<file path="src/rtl/led_frame_ctrl.sv">
// rtl/led_frame_ctrl.sv - 4x8 LED matrix controller: double-buffered frame store,
// round-robin write arbiter, blanked column scan with 4-bit PWM.
module led_frame_ctrl #(
  parameter int DWELL_LOG2 = 10,
  parameter int BLANK      = 16
) (
  input  logic       clk_i,
  input  logic       rst_i,
  input  logic       req0_i,
  input  logic [1:0] addr0_i,
  input  logic [7:0] data0_i,
  input  logic       req1_i,
  input  logic [1:0] addr1_i,
  input  logic [7:0] data1_i,
  output logic       gnt0_o,
  output logic       gnt1_o,
  input  logic       swap_req_i,
  output logic       swap_done_o,
  input  logic [3:0] brightness_i,
  output logic [7:0] leds_o,
  output logic [3:0] lcol_o,
  output logic       frame_start_o
);
  localparam int BW = (BLANK > 1) ? $clog2(BLANK) : 1;
  localparam logic [BW-1:0]         BLANK_MAX = BW'(BLANK - 1);
  localparam logic [DWELL_LOG2-1:0] ON_MAX    = {DWELL_LOG2{1'b1}};

  typedef enum logic {S_BLANK, S_ON} state_e;

  state_e                state_q, state_d;
  logic [1:0]            col_q, col_d;
  logic [BW-1:0]         blank_cnt_q, blank_cnt_d;
  logic [DWELL_LOG2-1:0] on_cnt_q, on_cnt_d;
  logic [3:0]            bright_q, bright_d;
  logic [7:0]            front_q [4];
  logic [7:0]            back_q  [4];
  logic                  pending_q, ptr_q;
  logic [7:0]            leds_q, leds_d;
  logic [3:0]            lcol_q, lcol_d;
  logic                  swap_done_q, frame_start_q;
  logic                  frame_end, commit;

  // ptr_q = 1 means requester 1 has priority on the next contested cycle
  assign gnt0_o = ~rst_i & req0_i & (~req1_i | ~ptr_q);
  assign gnt1_o = ~rst_i & req1_i & (~req0_i |  ptr_q);
  assign commit = frame_end & (pending_q | swap_req_i);

  always_comb begin
    state_d     = state_q;
    col_d       = col_q;
    blank_cnt_d = blank_cnt_q;
    on_cnt_d    = on_cnt_q;
    bright_d    = bright_q;
    frame_end   = 1'b0;
    case (state_q)
      S_BLANK: begin
        if (blank_cnt_q == BLANK_MAX) begin
          state_d     = S_ON;
          blank_cnt_d = '0;
          on_cnt_d    = '0;
          bright_d    = brightness_i;
        end else begin
          blank_cnt_d = blank_cnt_q + 1'b1;
        end
      end
      S_ON: begin
        if (on_cnt_q == ON_MAX) begin
          state_d   = S_BLANK;
          on_cnt_d  = '0;
          col_d     = col_q + 2'd1;
          frame_end = (col_q == 2'd3);
        end else begin
          on_cnt_d = on_cnt_q + 1'b1;
        end
      end
      default: state_d = S_BLANK;
    endcase

    // Pins are registered from next-state so they line up with the scan state
    lcol_d = 4'hF;
    leds_d = '0;
    if (state_d == S_ON) begin
      lcol_d = ~(4'b0001 << col_d);
      if (on_cnt_d[3:0] < bright_d) leds_d = front_q[col_d];
    end
  end

  always_ff @(posedge clk_i) begin
    if (rst_i) begin
      state_q       <= S_BLANK;
      col_q         <= '0;
      blank_cnt_q   <= '0;
      on_cnt_q      <= '0;
      bright_q      <= '0;
      pending_q     <= 1'b0;
      ptr_q         <= 1'b0;
      leds_q        <= '0;
      lcol_q        <= 4'hF;
      swap_done_q   <= 1'b0;
      frame_start_q <= 1'b0;
      for (int i = 0; i < 4; i++) begin
        front_q[i] <= '0;
        back_q[i]  <= '0;
      end
    end else begin
      state_q       <= state_d;
      col_q         <= col_d;
      blank_cnt_q   <= blank_cnt_d;
      on_cnt_q      <= on_cnt_d;
      bright_q      <= bright_d;
      leds_q        <= leds_d;
      lcol_q        <= lcol_d;
      swap_done_q   <= commit;
      frame_start_q <= frame_end;
      pending_q     <= frame_end ? 1'b0 : (pending_q | swap_req_i);
      // The commit copies the pre-edge back buffer; a same-edge write stays in back only
      if (commit) begin
        for (int i = 0; i < 4; i++) front_q[i] <= back_q[i];
      end
      if (gnt0_o) begin
        back_q[addr0_i] <= data0_i;
        ptr_q           <= 1'b1;
      end else if (gnt1_o) begin
        back_q[addr1_i] <= data1_i;
        ptr_q           <= 1'b0;
      end
    end
  end

  assign leds_o        = leds_q;
  assign lcol_o        = lcol_q;
  assign swap_done_o   = swap_done_q;
  assign frame_start_o = frame_start_q;
endmodule

</file>
<file path="config.mk">
export PLATFORM = sky130hd
export DESIGN_NAME = led_frame_ctrl
export DESIGN_NICKNAME = d
export VERILOG_FILES = /design/src/rtl/led_frame_ctrl.sv
export SDC_FILE = /design/constraint.sdc
export NUM_CORES = 1
export LEC_CHECK = 0
export CELL_PAD_IN_SITES_DETAIL_PLACEMENT = 1
export CELL_PAD_IN_SITES_GLOBAL_PLACEMENT = 1
export CORE_ASPECT_RATIO = 0.75
export CORE_MARGIN = 2
export CORE_UTILIZATION = 40
export DETAILED_ROUTE_END_ITERATION = 10
export GPL_TIMING_DRIVEN = 0
export HOLD_SLACK_MARGIN = 0.1
export PLACE_DENSITY = 0.75
export REMOVE_ABC_BUFFERS = 1
export SETUP_SLACK_MARGIN = 0.5
export SYNTH_ARGS = -nofsm -noshare
export SYNTH_HDL_FRONTEND = slang
export SYNTH_SLANG_ARGS = --single-unit
</file>
<file path="constraint.sdc">
create_clock -name clk_i -period 4.5 [get_ports clk_i]
set_input_delay 0.9 -clock clk_i [delete_from_list [all_inputs] [get_ports clk_i]]
set_output_delay 0.9 -clock clk_i [all_outputs]
set_load 0.01 [all_outputs]
</file>
# Word-level counts from Yosys, hierarchy flattened

Memory sizes are Yosys's and may differ from the RTL's. A register that Yosys moved wholly into a read port is not among the register bits.
Index checks and enable logic that the tools add are counted.
Widths: inputs -> output; s select.

Flip-flop bits (word level): 29
Bits in writable memories: 64
Input bits: 29
Output and inout port bits: 16
Word-level logic and storage cells: 85
Memories kept: 2

Add/sub/neg operators: 3
$lt $le $gt $ge: 1
Equality and inequality tests: 4
Shift operators: 1
Muxes and demuxes: 37
Bitwise logic cells: 20
Reductions and logical operators: 6

Memory list:

| name    | words | bits a word | rd ports | clocked after Yosys merged registers in | wr ports | line | text |
|---|---|---|---|---|---|---|---|
| back_q  | 4     | 8           | 4        | 0                                       | 4        | 36   | `logic [7:0] back_q [4];` |
| front_q | 4     | 8           | 1        | 1                                       | 4        | 35   | `logic [7:0] front_q [4];` |

Operator list:

| cell                  | number |
|---|---|
| $mux 8                | 6 |
| $mux 1                | 20 |
| $mux 10               | 2 |
| $pmux 10 s2           | 1 |
| $reduce_or 8->1       | 2 |
| $mux 4                | 3 |
| $add 10x1->10 const B | 1 |
| $eq 10x10->1 const B  | 1 |
| $mux 2                | 4 |
| $not 1->1             | 7 |
| $or 1x1->1            | 7 |
| $and 1x1->1           | 5 |
| $add 4x1->4 const B   | 1 |
| $eq 4x4->1 const B    | 1 |
| $lt 4x4->1            | 1 |
| $not 4->4             | 1 |
| $reduce_or 2->1       | 2 |
| $shl 1x2->4 const A   | 1 |
| $reduce_or 3->1       | 1 |
| $add 2x1->2 const B   | 1 |
| $eq 2x2->1 const B    | 1 |
| $ne 2x2->1 const B    | 1 |
| $pmux 1 s2            | 1 |
| $reduce_bool 2->1     | 1 |

# Longest topological paths before layout

Depth after elaboration: 9
Depth in mapped cells: 9
Mapped depth without buffers: 9

# Least setup slack after synthesis

Ideal clock, no wire load.

Path type: reg2reg
Start: register on_cnt_q[0]
End: memory front_q[0][0] (enable)
Library setup time: 466 ps
Arrival: 3472 ps
Required time: 4034 ps
Setup slack: 562 ps
Cell stages (with the launch flop): 6
Path buffers: 0
Clock period less this slack: 3938 ps
Cell sequence: dfxtp_1 > ha_1 > nand4_1 > nor3_4 > nand2_4 > o21ai_0

RTL lines:

| element                | line | text |
|---|---|---|
| from (decl)            | 33   | `logic [DWELL_LOG2-1:0] on_cnt_q, on_cnt_d;` |
| from (signal assigned) | 109  | `on_cnt_q <= on_cnt_d;` |
| to (decl)              | 35   |  |

# Worst setup path after layout

Start: input req0_i
End: output gnt1_o

Word-level cells in the longest chain between the ends: 3

RTL lines:

| element     | line | text |
|---|---|---|
| from (decl) | 9    | `input logic req0_i,` |
| $not 1->1   | 45   | `assign gnt1_o = ~rst_i & req1_i & (~req0_i \| ptr_q);` |
| $or 1x1->1  | 45   |  |
| $and 1x1->1 | 45   |  |
| to (decl)   | 16   | `output logic gnt1_o,` |

Every way passes these cells.

==> results.yml <==
setup_path:
  crit_buf_inv: 2
  start_kind: "primary input"
  slowest_stage: "a211oi_2"
  cp-end-kind: "output port"
  cp_common_cell: "clkdlybuf4s50_1"
  arrival_ns: 2.83
  cp.required_ns: 3.60
  worstPathCellList: "clkdlybuf4s50_1 > a211oi_2 > clkdlybuf4s50_1"
  critPathTopFamily: "buffers and inverters"
  cp_slowest_stage_delay_ns: 0.73
  cp_max_fo: 10
  path_class: "in -> out"
global_routing:
  track_usage: 0.167
  grt_max_degree: 34
  gr-total-overflow: 0
  antenna_found_initial: 0
  grt_pass1_wl_microns: 14000
  grt_pass1_vias: 2737
route:
  drt-total-wl_microns: 8530
  via_per_inst: 5.14
  drt_iter0_drc: 152
  drc: 0
  dr.pass1.iters: 4
  ant_nets: 0
  num_vias: 2616
  routedWlPerCell_microns: 16.8
logic_synthesis:
  synth_ff_type: "edfxtp_1"
  syn_avg_cell_area_sq_um: 13.1
  synth_edf_count: 64
  yosys.area.top_type: "edfxtp_1"
  syn_area_sq_um: 4250
  synth_top_area_share: 0.453
  synth.ff_latch_count: 101
  synth_cells: 324
  synthArstFlopShare: 0
  ys_seq_area_frac: 0.627
  netlist_top_cells_area: "edfxtp_1, dfxtp_1, and2_1"
  yosysUniqueCellTypes: 53
  ys_warn_count: 0
timing:
  worst_pin_slew_ns: 1.31
  fin_crit_sh: 0.829
  timing.hold.ws_ns: 0.501
  final-setup-viol-count: 0
  fmax_mhz: 268
  rsz0062_at_grt: "false"
  fin_worst_skew_ns: 0.00610
  max_slew_margin: 0.123
  finalHoldViolations: 0
  fin_crit_ns: 3.73
  drv_slew: 0
power_and_ir_drop:
  vdd_ir_drop_max_v: 0.000210
  intPower_w: 0.00144
  p_leak_nw: 1.86
  switching_share: 0.211
  clkPwrFrac: 0.382
  p_switching_w: 0.000385
  p_comb_frac: 0.053
  power_frac_seq: 0.565
  power-per-cell-area_nw_per_um2: 358
die:
  die_w_microns: 123
  die_area_sq_um: 11500
  core_sq_um: 10300
  ios: 45
  die_h_microns: 93.2
  start_util: 0.413
  rows: 32
job:
  max_cap_viol_count: 0
finish:
  layout_common_cells: "edfxtp_1, and2_1, clkdlybuf4s50_1, dfxtp_1, nor2_1"
  nets: 403
  n_antenna_cell: 0
  layout-drive-gt1-share: 0.102
  n_fill_cell: 1055
  synthToLayoutAreaGrowth_pct: 19.7
  stdcell_count: 509
  final_common_cell: "edfxtp_1"
placement:
  dp_cells: 493
  io_buffer_count: 44
  dp_hpwl_microns: 5860
  gp_congestion: 0.758
worst_hold_path:
  hold_class: "reg -> reg"
cts:
  clock_latency_ns: 0.34
  numCtsBuffers: 9
  clock-sinks: 101
  ctsRootBufferMaster: "clkbuf_16"
  hold_buffers: 0
  tritoncts: "done"
  clk_pin_slew_ns: 0.06
  clock_path_buffers: 2
  htreeDepth: 3
outcome:
  status: "finished clean"
[routing by layer]
metal  global-route usage  up-vias  part of all wire
met4               0.0527        0             0.013
met3               0.0530        7             0.045
met1                0.212     1295              0.45
met2                0.271       53              0.49
met5                    0        -                 0
li1                     -     1261                 -
[through the flow]
stage               setup slack, ns  power [W]  utilization  setup TNS (ns)  area [sq um]
global route                  0.654    0.00189        0.494               0          5080
finish                        0.770    0.00182        0.494               0          5080
CTS                           0.775    0.00184        0.494               0          5080
floorplan                     0.447    0.00109            -               0          4160
global placement             -0.740    0.00114        0.463          -23.59          4770
detailed placement           -0.249    0.00115        0.467           -3.19          4810
[synthesized netlist by cell type (2+ instances only)]
cell,n
edfxtp_1,64
buf_6,5
xnor2_1,4
nor3_1,3
dfxtp_1,37
or3_1,2
xor2_1,2
mux4_2,8
a22o_1,3
a21o_1,3
nor2_1,31
ha_1,6
o21ai_0,7
a31oi_1,3
nand3_1,6
a21oi_1,10
a22oi_1,9
clkbuf_1,5
o31a_1,2
nand4_1,2
nand3b_1,4
nand2_1,8
mux2i_1,5
and2_1,44
inv_1,13
nor2b_1,11
[flip-flops by register name, summed over array words and instances, names as in the netlist, 2 cells and up]
name	cells
back_q	32
leds_o	8
on_cnt_q	10
col_q	2
blank_cnt_q	4
front_q	32
bright_q	4
lcol_o	4
[cell families after synthesis]
| logic type | Yosys count | synth area share |
|---|---|---|
| and+or+nand+nor | 125 | 0.172 |
| DFF | 101 | 0.627 |
| AOI/OAI and AO/OA | 46 | 0.0802 |
| buffers and inverters | 26 | 0.0330 |
| muxes | 14 | 0.0578 |
| xor gates and xnor gates | 6 | 0.0124 |
| adders and majority gates | 6 | 0.0177 |
[worst register-to-register path, stage by stage (launching register included)]
cell,delay (ns)
dfxtp_1,0.51
and4b_1,0.62
mux2i_1,0.29
ha_1,0.27
a21o_1,0.18
a21oi_1,0.24
o211ai_4,0.21
nor2b_1,0.30
[area by class of cell]
cell class                      count  area, sq um  area share
Sequential cell                   101         2660       0.524
Multi-Input combinational cell    197         1470       0.288
Timing Repair Buffer               45          469      0.0923
Clock buffer                       12          236      0.0465
Tap cell                          136          170      0.0335
Inverter                           14         52.6      0.0103
Clock inverter                      4         26.3     0.00517
[final timing paths]
check	cells after the start	from	end	slack, ns
min	2	bright_q[3]	bright_q[3]	0.50
max	3	req0_i	gnt1_o	0.77
min reg2reg	2	bright_q[3]	bright_q[3]	0.50
max reg2reg	7	state_q	leds_o[5]	1.77
[power groups by stage]
stage / Clock [W] / Combinational [W] / Sequential (W)
2_1_floorplan: 0 / 0.0000432 / 0.00105
3_3_place_gp: 0 / 0.0000883 / 0.00105
3_5_place_dp: 0 / 0.0000964 / 0.00105
4_1_cts: 0.000713 / 0.0000979 / 0.00103
5_1_grt: 0.000755 / 0.000107 / 0.00103
6_report: 0.000696 / 0.0000961 / 0.00103
[timing repair]
item / 4_1_cts / 5_1_grt
endpoints found under the setup margin: 18 / 0
setup buffers: 0 / 0
resized for setup: 5 / 0
Note: power is estimated with default switching activity, not from simulation.
